$ cat src/rtl/spi_sram_master.sv
// spi_sram_master
//   Single-byte read/write master for an SPI serial SRAM (mode 0, MSB first).
//   A request is accepted in IDLE with a valid/ready handshake. The block then
//   sends one 40-bit frame with cs_n held low: opcode, 24-bit address, then one
//   data byte. Each bit takes two clk cycles, with sclk low and then high.
//   The frame ends with a one-cycle rsp_valid pulse. cs_n then stays high for a
//   two-cycle gap before the next request can be accepted.
//
// Ports
//   clk, rst_n            clock; synchronous active-low reset
//   req_valid/req_ready   request handshake (ready only in IDLE)
//   req_wr                1 = write, 0 = read
//   req_addr[23:0]        byte address, sent verbatim
//   req_wdata[7:0]        write data
//   rsp_valid             one-cycle completion pulse
//   rsp_rdata[7:0]        read byte (8'h00 after a write), held until next rsp
//   cs_n, sclk, mosi      SPI outputs, all driven straight from flops
//   miso                  SPI input, sampled at the end of each sclk-low phase
module spi_sram_master #(
    parameter logic [7:0] CMD_READ  = 8'h03,
    parameter logic [7:0] CMD_WRITE = 8'h02
) (
    input  logic        clk,
    input  logic        rst_n,
    input  logic        req_valid,
    output logic        req_ready,
    input  logic        req_wr,
    input  logic [23:0] req_addr,
    input  logic [7:0]  req_wdata,
    output logic        rsp_valid,
    output logic [7:0]  rsp_rdata,
    output logic        cs_n,
    output logic        sclk,
    output logic        mosi,
    input  logic        miso
);

    typedef enum logic [2:0] {S_IDLE, S_CMD, S_ADDR, S_DATA, S_GAP} state_e;

    localparam logic [5:0] LAST_BIT     = 6'd39;
    localparam logic [5:0] LAST_CMD_BIT = 6'd7;
    localparam logic [5:0] LAST_ADR_BIT = 6'd31;

    state_e      state_q, state_d;
    logic [5:0]  bit_cnt_q, bit_cnt_d;      // frame bit index; gap cycle count in GAP
    logic [39:0] shift_q, shift_d;          // bits still to send, next one at [39]
    logic [7:0]  rx_q, rx_d;
    logic        wr_q, wr_d;
    logic        cs_n_q, cs_n_d;
    logic        sclk_q, sclk_d;
    logic        mosi_q, mosi_d;
    logic        rsp_valid_q, rsp_valid_d;
    logic [7:0]  rsp_rdata_q, rsp_rdata_d;
    logic        ready_q, ready_d;

    logic        accept;
    logic        in_frame;
    logic        frame_end;
    logic [39:0] frame_word;

    assign accept    = req_valid && ready_q;
    assign in_frame  = (state_q == S_CMD) || (state_q == S_ADDR) || (state_q == S_DATA);
    // The frame ends after the high phase of the last bit.
    assign frame_end = in_frame && sclk_q && (bit_cnt_q == LAST_BIT);
    assign frame_word = {req_wr ? CMD_WRITE : CMD_READ, req_addr,
                         req_wr ? req_wdata : 8'h00};

    // State register: every flop, including the registered outputs.
    always_ff @(posedge clk) begin
        // NOTE: sequential state uses non-blocking assignment, so every flop
        // samples the values from before this edge.
        if (!rst_n) begin
            state_q     <= S_IDLE;
            bit_cnt_q   <= '0;
            shift_q     <= '0;
            rx_q        <= '0;
            wr_q        <= 1'b0;
            cs_n_q      <= 1'b1;
            sclk_q      <= 1'b0;
            mosi_q      <= 1'b0;
            rsp_valid_q <= 1'b0;
            rsp_rdata_q <= '0;
            ready_q     <= 1'b0;
        end else begin
            state_q     <= state_d;
            bit_cnt_q   <= bit_cnt_d;
            shift_q     <= shift_d;
            rx_q        <= rx_d;
            wr_q        <= wr_d;
            cs_n_q      <= cs_n_d;
            sclk_q      <= sclk_d;
            mosi_q      <= mosi_d;
            rsp_valid_q <= rsp_valid_d;
            rsp_rdata_q <= rsp_rdata_d;
            ready_q     <= ready_d;
        end
    end

    // Next-state logic: sequencing, bit counter, shift registers.
    always_comb begin
        // NOTE: every signal gets a default first, so no path can infer a latch.
        state_d   = state_q;
        bit_cnt_d = bit_cnt_q;
        shift_d   = shift_q;
        rx_d      = rx_q;
        wr_d      = wr_q;
        unique case (state_q)
            S_IDLE: begin
                if (accept) begin
                    state_d   = S_CMD;
                    bit_cnt_d = '0;
                    wr_d      = req_wr;
                    // Bit 0 goes straight to mosi; the rest wait in the shifter.
                    shift_d   = {frame_word[38:0], 1'b0};
                end
            end
            S_CMD, S_ADDR, S_DATA: begin
                if (!sclk_q) begin
                    // The rising sclk edge is the read-data sample point.
                    if (state_q == S_DATA && !wr_q) begin
                        rx_d = {rx_q[6:0], miso};
                    end
                end else if (bit_cnt_q == LAST_BIT) begin
                    state_d   = S_GAP;
                    bit_cnt_d = '0;
                end else begin
                    bit_cnt_d = bit_cnt_q + 6'd1;
                    shift_d   = {shift_q[38:0], 1'b0};
                    if (bit_cnt_q == LAST_CMD_BIT) state_d = S_ADDR;
                    if (bit_cnt_q == LAST_ADR_BIT) state_d = S_DATA;
                end
            end
            S_GAP: begin
                if (bit_cnt_q == 6'd1) begin
                    state_d   = S_IDLE;
                    bit_cnt_d = '0;
                end else begin
                    bit_cnt_d = bit_cnt_q + 6'd1;
                end
            end
            default: state_d = S_IDLE;
        endcase
    end

    // Output logic: next values of the registered outputs.
    always_comb begin
        cs_n_d      = 1'b1;
        sclk_d      = 1'b0;
        mosi_d      = 1'b0;
        rsp_valid_d = 1'b0;
        rsp_rdata_d = rsp_rdata_q;
        ready_d     = (state_d == S_IDLE);
        if (state_q == S_IDLE && accept) begin
            cs_n_d = 1'b0;
            mosi_d = frame_word[39];
        end else if (in_frame) begin
            if (!sclk_q) begin
                cs_n_d = 1'b0;
                sclk_d = 1'b1;
                mosi_d = mosi_q;          // mosi stays stable while sclk is high
            end else if (frame_end) begin
                rsp_valid_d = 1'b1;
                rsp_rdata_d = wr_q ? 8'h00 : rx_q;
            end else begin
                cs_n_d = 1'b0;
                mosi_d = shift_q[39];
            end
        end
    end

    assign req_ready = ready_q;
    assign rsp_valid = rsp_valid_q;
    assign rsp_rdata = rsp_rdata_q;
    assign cs_n      = cs_n_q;
    assign sclk      = sclk_q;
    assign mosi      = mosi_q;

endmodule

$ cat config.mk
export PLATFORM = sky130hd
export DESIGN_NAME = spi_sram_master
export DESIGN_NICKNAME = d
export VERILOG_FILES = /design/src/rtl/spi_sram_master.sv
export SDC_FILE = /design/constraint.sdc
export NUM_CORES = 1
export LEC_CHECK = 0
export BUFFER_PORTS_ARGS = -buffer_cell sky130_fd_sc_hd__buf_4
export CORE_MARGIN = 3
export CORE_UTILIZATION = 40
export DETAILED_ROUTE_END_ITERATION = 10
export PLACE_DENSITY = 0.58
export SYNTH_ARGS = -nofsm -noshare
export SYNTH_HDL_FRONTEND = slang
export SYNTH_SLANG_ARGS = --single-unit
$ cat constraint.sdc
create_clock -name clk -period 2.41 [get_ports clk]
set_input_delay 0.241 -clock clk [delete_from_list [all_inputs] [get_ports clk]]
set_output_delay 0.241 -clock clk [all_outputs]
set_load 0.01 [all_outputs]
==> flow_summary.yaml, run 1 <==
synthesis:
  synth_common_cells: "76 x nand2_1, 70 x dfxtp_1, 34 x nor3_1"
  ys_ff_latch: 70
  synth_area_leaders: "dfxtp_1 43%, nand2_1 8.7%, a311oi_1 8.3%, nor3_1 5.2%, buf_6 4.5%"
  yosysTopAreaCellShare_pct: 42.8
  ys_seq_area_share_pct: 42.8
  synth_area_um2: 3270
  yosysWarnings: 0
  async_flop_share_pct: 0
  ys.flop_type: "dfxtp_1"
  synth_most_common_cell: "nand2_1"
  synth_edf_count: 0
  synth.largest_area_cell: "dfxtp_1"
  syn_nets: 417
  avgSynthCellArea_um2: 8.66
  synth_cells: 378
  ys_types: 47
clock_tree:
  post-cts-setup-buffer-count: 0
  cts-root-buf: "clkbuf_8"
  clock_sinks: 70
  cts_buffer_depth: 2
  postCtsHoldBufs: 0
  cts_resized: 0
  clk_latency_ns: 0.35
  cts-htree-levels: 3
  cts-buffers-inserted: 9
  cts_tree: "yes"
  clk_pin_slew_ns: 0.08
power:
  p_leak_nw: 1.37
  vdd_drop_max_uv: 308
  power.density_nw_per_um2: 717
sta:
  skew_ns: 0.0141
  setup_violations: 0
  worstMarginPinSlew_ns: 0.668
  maxSlewViolCount: 0
  max_freq_mhz: 507
  fin_crit_sh_pct: 81.9
  rsz0062_at_grt: "no"
  slew_headroom_pct: 55.1
  setup_tns_ns: 0
  final_hold_viol_count: 0
  min_period_ns: 1.97
global_route:
  grt_overflow: 0
  grt_max_degree: 60
  grt_usage_pct: 16.9
  grt_pass1_vias: 2627
  antenna_found_initial: 0
  grt_pass1_wl_um: 12500
worst_hold_path:
  hp-class: "in -> reg"
  min_from: "miso"
  hold-path-endpoint: "rx_q[0]"
  hold_path_depth: 3
finish:
  nNetsFinal: 448
  syn2layout_area_growth_pct: 17.4
  fin_util_pct: 49.0
  layout-drive-gt1-share_pct: 20.0
  insertedDiodeCount: 0
die:
  rows: 32
  fp.coreArea_um2: 7850
  die-width_um: 96.5
  io_pins: 50
  die_area_um2: 9300
  initial_utilization_pct: 41.7
  die_y_um: 96.5
routing:
  firstDrtPassIters: 4
  antenna_left: 0
  drc: 0
  drt-wirelength-per-cell_um: 14.5
  drt-initial-drc-count: 145
  wirelength_um: 7500
  vias_per_cell: 5.49
  vias: 2832
setup_path:
  arrival_ns: 2.22
  reg2reg_depth: 6
  cp-end-kind: "register"
  start_kind: "register"
  r2r-end: "shift_q[18]"
  path_max_fanout: 32
  crit_type: "reg -> reg"
  cp.required_ns: 2.66
  rr_startpoint: "bit_cnt_q[0]"
  reg2reg_setup_slack_ns: 0.44
placed_design:
  port_buffers: 49
  hpwl_um: 4740
  finalWeightedCongestion: 0.806
flow_run:
  drv_cap: 0
status:
  status: "complete, no violations"
layout make-up:
type,count,area (µm²)
sequential,70,1400
clock buffer,10,138
inverter,6,22.5
fill,791,4000
tap,102,128
clock inverter,6,115
multi-input combinational,266,1610
timing repair buffer,56,433
layout by cell type, fill, tap and decap left out, types with 2 or more instances in the layout:
master and instances:
a21oi_1 22, a2bb2oi_1 2, a311oi_1 31, a31oi_1 2, and2_1 3, buf_4 55
bufinv_16 3, clkbuf_8 10, dfxtp_1 70, ha_1 2, inv_1 5, inv_6 2
mux2i_1 8, nand2_1 76, nand3_1 20, nand4_1 6, nor2_1 14, nor3_1 34
nor4_1 3, o2111ai_1 3, o211ai_1 5, o21ai_0 3, or3b_1 8
kinds of logic (layout without fill, tap and decap cells):
family | Yosys count | after routing | synth area share [%]
simple gates | 176 | 176 | 27.1
compound gates | 79 | 79 | 18.2
flops | 70 | 70 | 42.8
buf+inv | 42 | 78 | 8.45
mux | 8 | 8 | 2.45
fa+ha+maj | 2 | 2 | 0.764
xor+xnor | 1 | 1 | 0.268
power breakdown:
part,internal [W],switching (W)
clock,0.000723,0.000476
combinational,0.000136,0.000172
sequential,0.00121,0.0000371
total,0.00207,0.000685
through the flow:
stage               cell area, µm²  worst slack [ns]  hold slack (ns)  power (W)  instances
finish                        3840             0.436            0.135    0.00276        516
global route                  3840             0.219            0.162    0.00287        516
CTS                           3840             0.429            0.121    0.00279        516
detailed placement            3590             0.449            0.447    0.00159        500
global placement              3590             0.522            0.445    0.00158        500
floorplan                     3270             0.694            0.383    0.00149        378
flip-flops by register name, indices dropped and copies added, names as in the netlist:
| name | cells |
|---|---|
| rsp_valid | 1 |
| state_q | 3 |
| mosi | 1 |
| req_ready | 1 |
| sclk | 1 |
| rsp_rdata | 8 |
| bit_cnt_q | 6 |
| cs_n | 1 |
| wr_q | 1 |
| rx_q | 8 |
| shift_q | 39 |
worst max-delay path by stage:
| stage | to | slack (ns) | depth (start not counted) | from |
|---|---|---|---|---|
| after global placement | shift_q[33] | 0.52 | 6 | bit_cnt_q[0] |
| after CTS | shift_q[18] | 0.43 | 6 | bit_cnt_q[0] |
| after floorplan | rsp_rdata[6] | 0.69 | 6 | bit_cnt_q[0] |
| after detailed placement | shift_q[23] | 0.45 | 6 | bit_cnt_q[0] |
| after global routing | shift_q[28] | 0.22 | 6 | bit_cnt_q[0] |
| final | shift_q[18] | 0.44 | 6 | bit_cnt_q[0] |
metal layers:
layer / track usage (%) / routed length (µm) / up-vias
li1: - / - / 1435
met1: 23.5 / 3710 / 1319
met2: 25.2 / 3330 / 68
met3: 4.18 / 353 / 10
met4: 6.31 / 99 / 0
met5: 0 / 0 / -
worst max-delay path, cell delays in order, from the launching register on:
cell and delay, ns:
dfxtp_1 0.40, ha_1 0.26, and4bb_4 0.33, a211o_1 0.35, nand2_2 0.11, buf_12 0.19
a311oi_1 0.23
(Power assumes the default switching activity.)
==> inputs of run 2 (changes only) <==
--- a/config.mk
+++ b/config.mk
@@ -9,7 +9,7 @@
 export CORE_MARGIN = 3
 export CORE_UTILIZATION = 40
 export DETAILED_ROUTE_END_ITERATION = 10
-export PLACE_DENSITY = 0.58
+export PLACE_DENSITY = 0.6
 export SYNTH_ARGS = -nofsm -noshare
 export SYNTH_HDL_FRONTEND = slang
 export SYNTH_SLANG_ARGS = --single-unit
==> constraint.sdc (replaced) <==
create_clock -name clk -period 1.6 [get_ports clk]
set_input_delay 0.16 -clock clk [delete_from_list [all_inputs] [get_ports clk]]
set_output_delay 0.16 -clock clk [all_outputs]
set_load 0.01 [all_outputs]
==> run 2 against run 1 <==
The flow now finishes with violations (negative setup slack). Count of clock-buffer cells in the layout increased by 2. Hold slack got worse by 0.062 ns. Register-to-register slack lost 0.50 ns. Global-route usage grew 0.90 points. Clock power up 13%.
==> flow_summary.yaml, run 2 (synthesized netlist as in run 1, its figures left out) <==
status:
  status: "complete, but fails checks"
  violations: "negative setup slack"
routing:
  drt-initial-drc-count: 144
  vias: 3079
  wirelength_um: 8170
  vias_per_cell: 5.43
  firstDrtPassIters: 5
  antenna_left: 0
  drt-wirelength-per-cell_um: 14.4
  drc: 0
setup_path:
  crit_type: "reg -> reg"
  cp.required_ns: 1.84
  start_kind: "register"
  cp-end-kind: "register"
  path_max_fanout: 9
  arrival_ns: 1.91
clock_tree:
  clock_sinks: 70
  cts-root-buf: "clkbuf_8"
  cts_tree: "yes"
  cts-buffers-inserted: 9
  cts_buffer_depth: 2
  clk_latency_ns: 0.33
  cts-htree-levels: 3
  clk_pin_slew_ns: 0.07
flow_run:
  drv_cap: 0
sta:
  skew_ns: 0.0125
  rsz0062_at_grt: "yes"
  fin_ws_ns: -0.0659
  final_hold_viol_count: 0
  min_period_ns: 1.67
  worstMarginPinSlew_ns: 0.358
  maxSlewViolCount: 0
  slew_headroom_pct: 76.1
  fin_crit_sh_pct: 104
  setup_violations: 35
  max_freq_mhz: 600
  hold_ws_ns: 0.0728
placed_design:
  finalWeightedCongestion: 0.820
  dp_cells: 534
  hpwl_um: 5170
  place_ws_ns: -0.0918
  port_buffers: 49
die:
  initial_utilization_pct: 41.7
  die_area_um2: 9300
  rows: 32
  die-width_um: 96.5
  fp.coreArea_um2: 7850
  die_y_um: 96.5
  io_pins: 50
global_route:
  antenna_found_initial: 0
  grt_usage_pct: 17.8
  grt_pass1_wl_um: 13200
  grt_max_degree: 48
  grt_pass1_vias: 2820
  grt_overflow: 0
power:
  fin_total_pwr_w: 0.00379
  power.density_nw_per_um2: 850
  p_leak_nw: 1.67
  vdd_drop_max_uv: 420
finish:
  largest_reg_flops: 39
  final_common_cell: "buf_4"
  nNetsFinal: 499
  fin_cells: 567
  largest-register: "shift_q"
  insertedDiodeCount: 0
  layout-drive-gt1-share_pct: 33.3
  layout_common_cells: "92 x buf_4, 76 x nand2_1, 65 x dfxtp_1"
  syn2layout_area_growth_pct: 36.0
worst_hold_path:
  hp-class: "in -> reg"
==> run 2: cell types whose count changed in the layout (fill, tap and decap cells not counted), moves of 5 or more <==
| cell | change |
|---|---|
| buf_12 | +5 |
| buf_4 | +37 |
| buf_6 | +5 |
| dfxtp_1 | -5 |
| nor3_1 | -8 |
| nor3_2 | +8 |
==> run 2: worst paths after layout <==
check	to	depth (start not counted)	slack, ns	startpoint
max reg2reg	shift_q[26]	7	-0.07	bit_cnt_q[1]
max	shift_q[26]	7	-0.07	bit_cnt_q[1]
min reg2reg	rsp_rdata[7]	2	0.46	rsp_rdata[7]
min	rx_q[0]	3	0.07	miso
==> run 2: power breakdown <==
group | switching, W | leakage [nW] | internal, W
sequential | 0.0000531 | 0.573 | 0.00183
combinational | 0.000288 | 1.01 | 0.000271
clock | 0.000630 | 0.0904 | 0.000717
==> run 2: layout make-up <==
type,instances,area [µm²]
Inverter,6,22.5
Multi-Input combinational cell,266,1730
Clock buffer,12,135
Timing Repair Buffer,107,975
Tap cell,102,128
Clock inverter,4,47.5
Sequential cell,70,1410
Fill cell,719,3400
==> run 2: per-layer routing <==
metal	track usage (%)	part of all wire, %
met5	0	0
met1	24.8	47
met3	4.03	4.7
met2	27.9	47
met4	4.56	0.75
==> run 2: what timing repair did <==
item / 4_1_cts / 5_1_grt
buffers inserted: 7 / 6
pin swaps: 20 / 28
gates resized for setup: 5 / 30
setup endpoints to repair: 36 / 54
hold buffers: 0 / 0
gates cloned: 3 / 1
==> run 2: worst max-delay path, cell delays in order (launching register included) <==
cell       delay, ns
dfxtp_2         0.34
ha_4            0.16
and4bb_4        0.22
a211oi_4        0.23
buf_4           0.19
clkbuf_16       0.16
nor3_1          0.05
a311oi_1        0.24
==> run 2: per-stage QoR <==
step	TNS [ns]	utilization, %	cell area (µm²)
2_1_floorplan	-0.00424	-	3290
3_3_place_gp	0	49.8	3910
3_5_place_dp	-0.381	49.8	3910
4_1_cts	-0.989	54.3	4260
5_1_grt	-5.22	56.7	4450
6_report	-0.804	56.7	4450
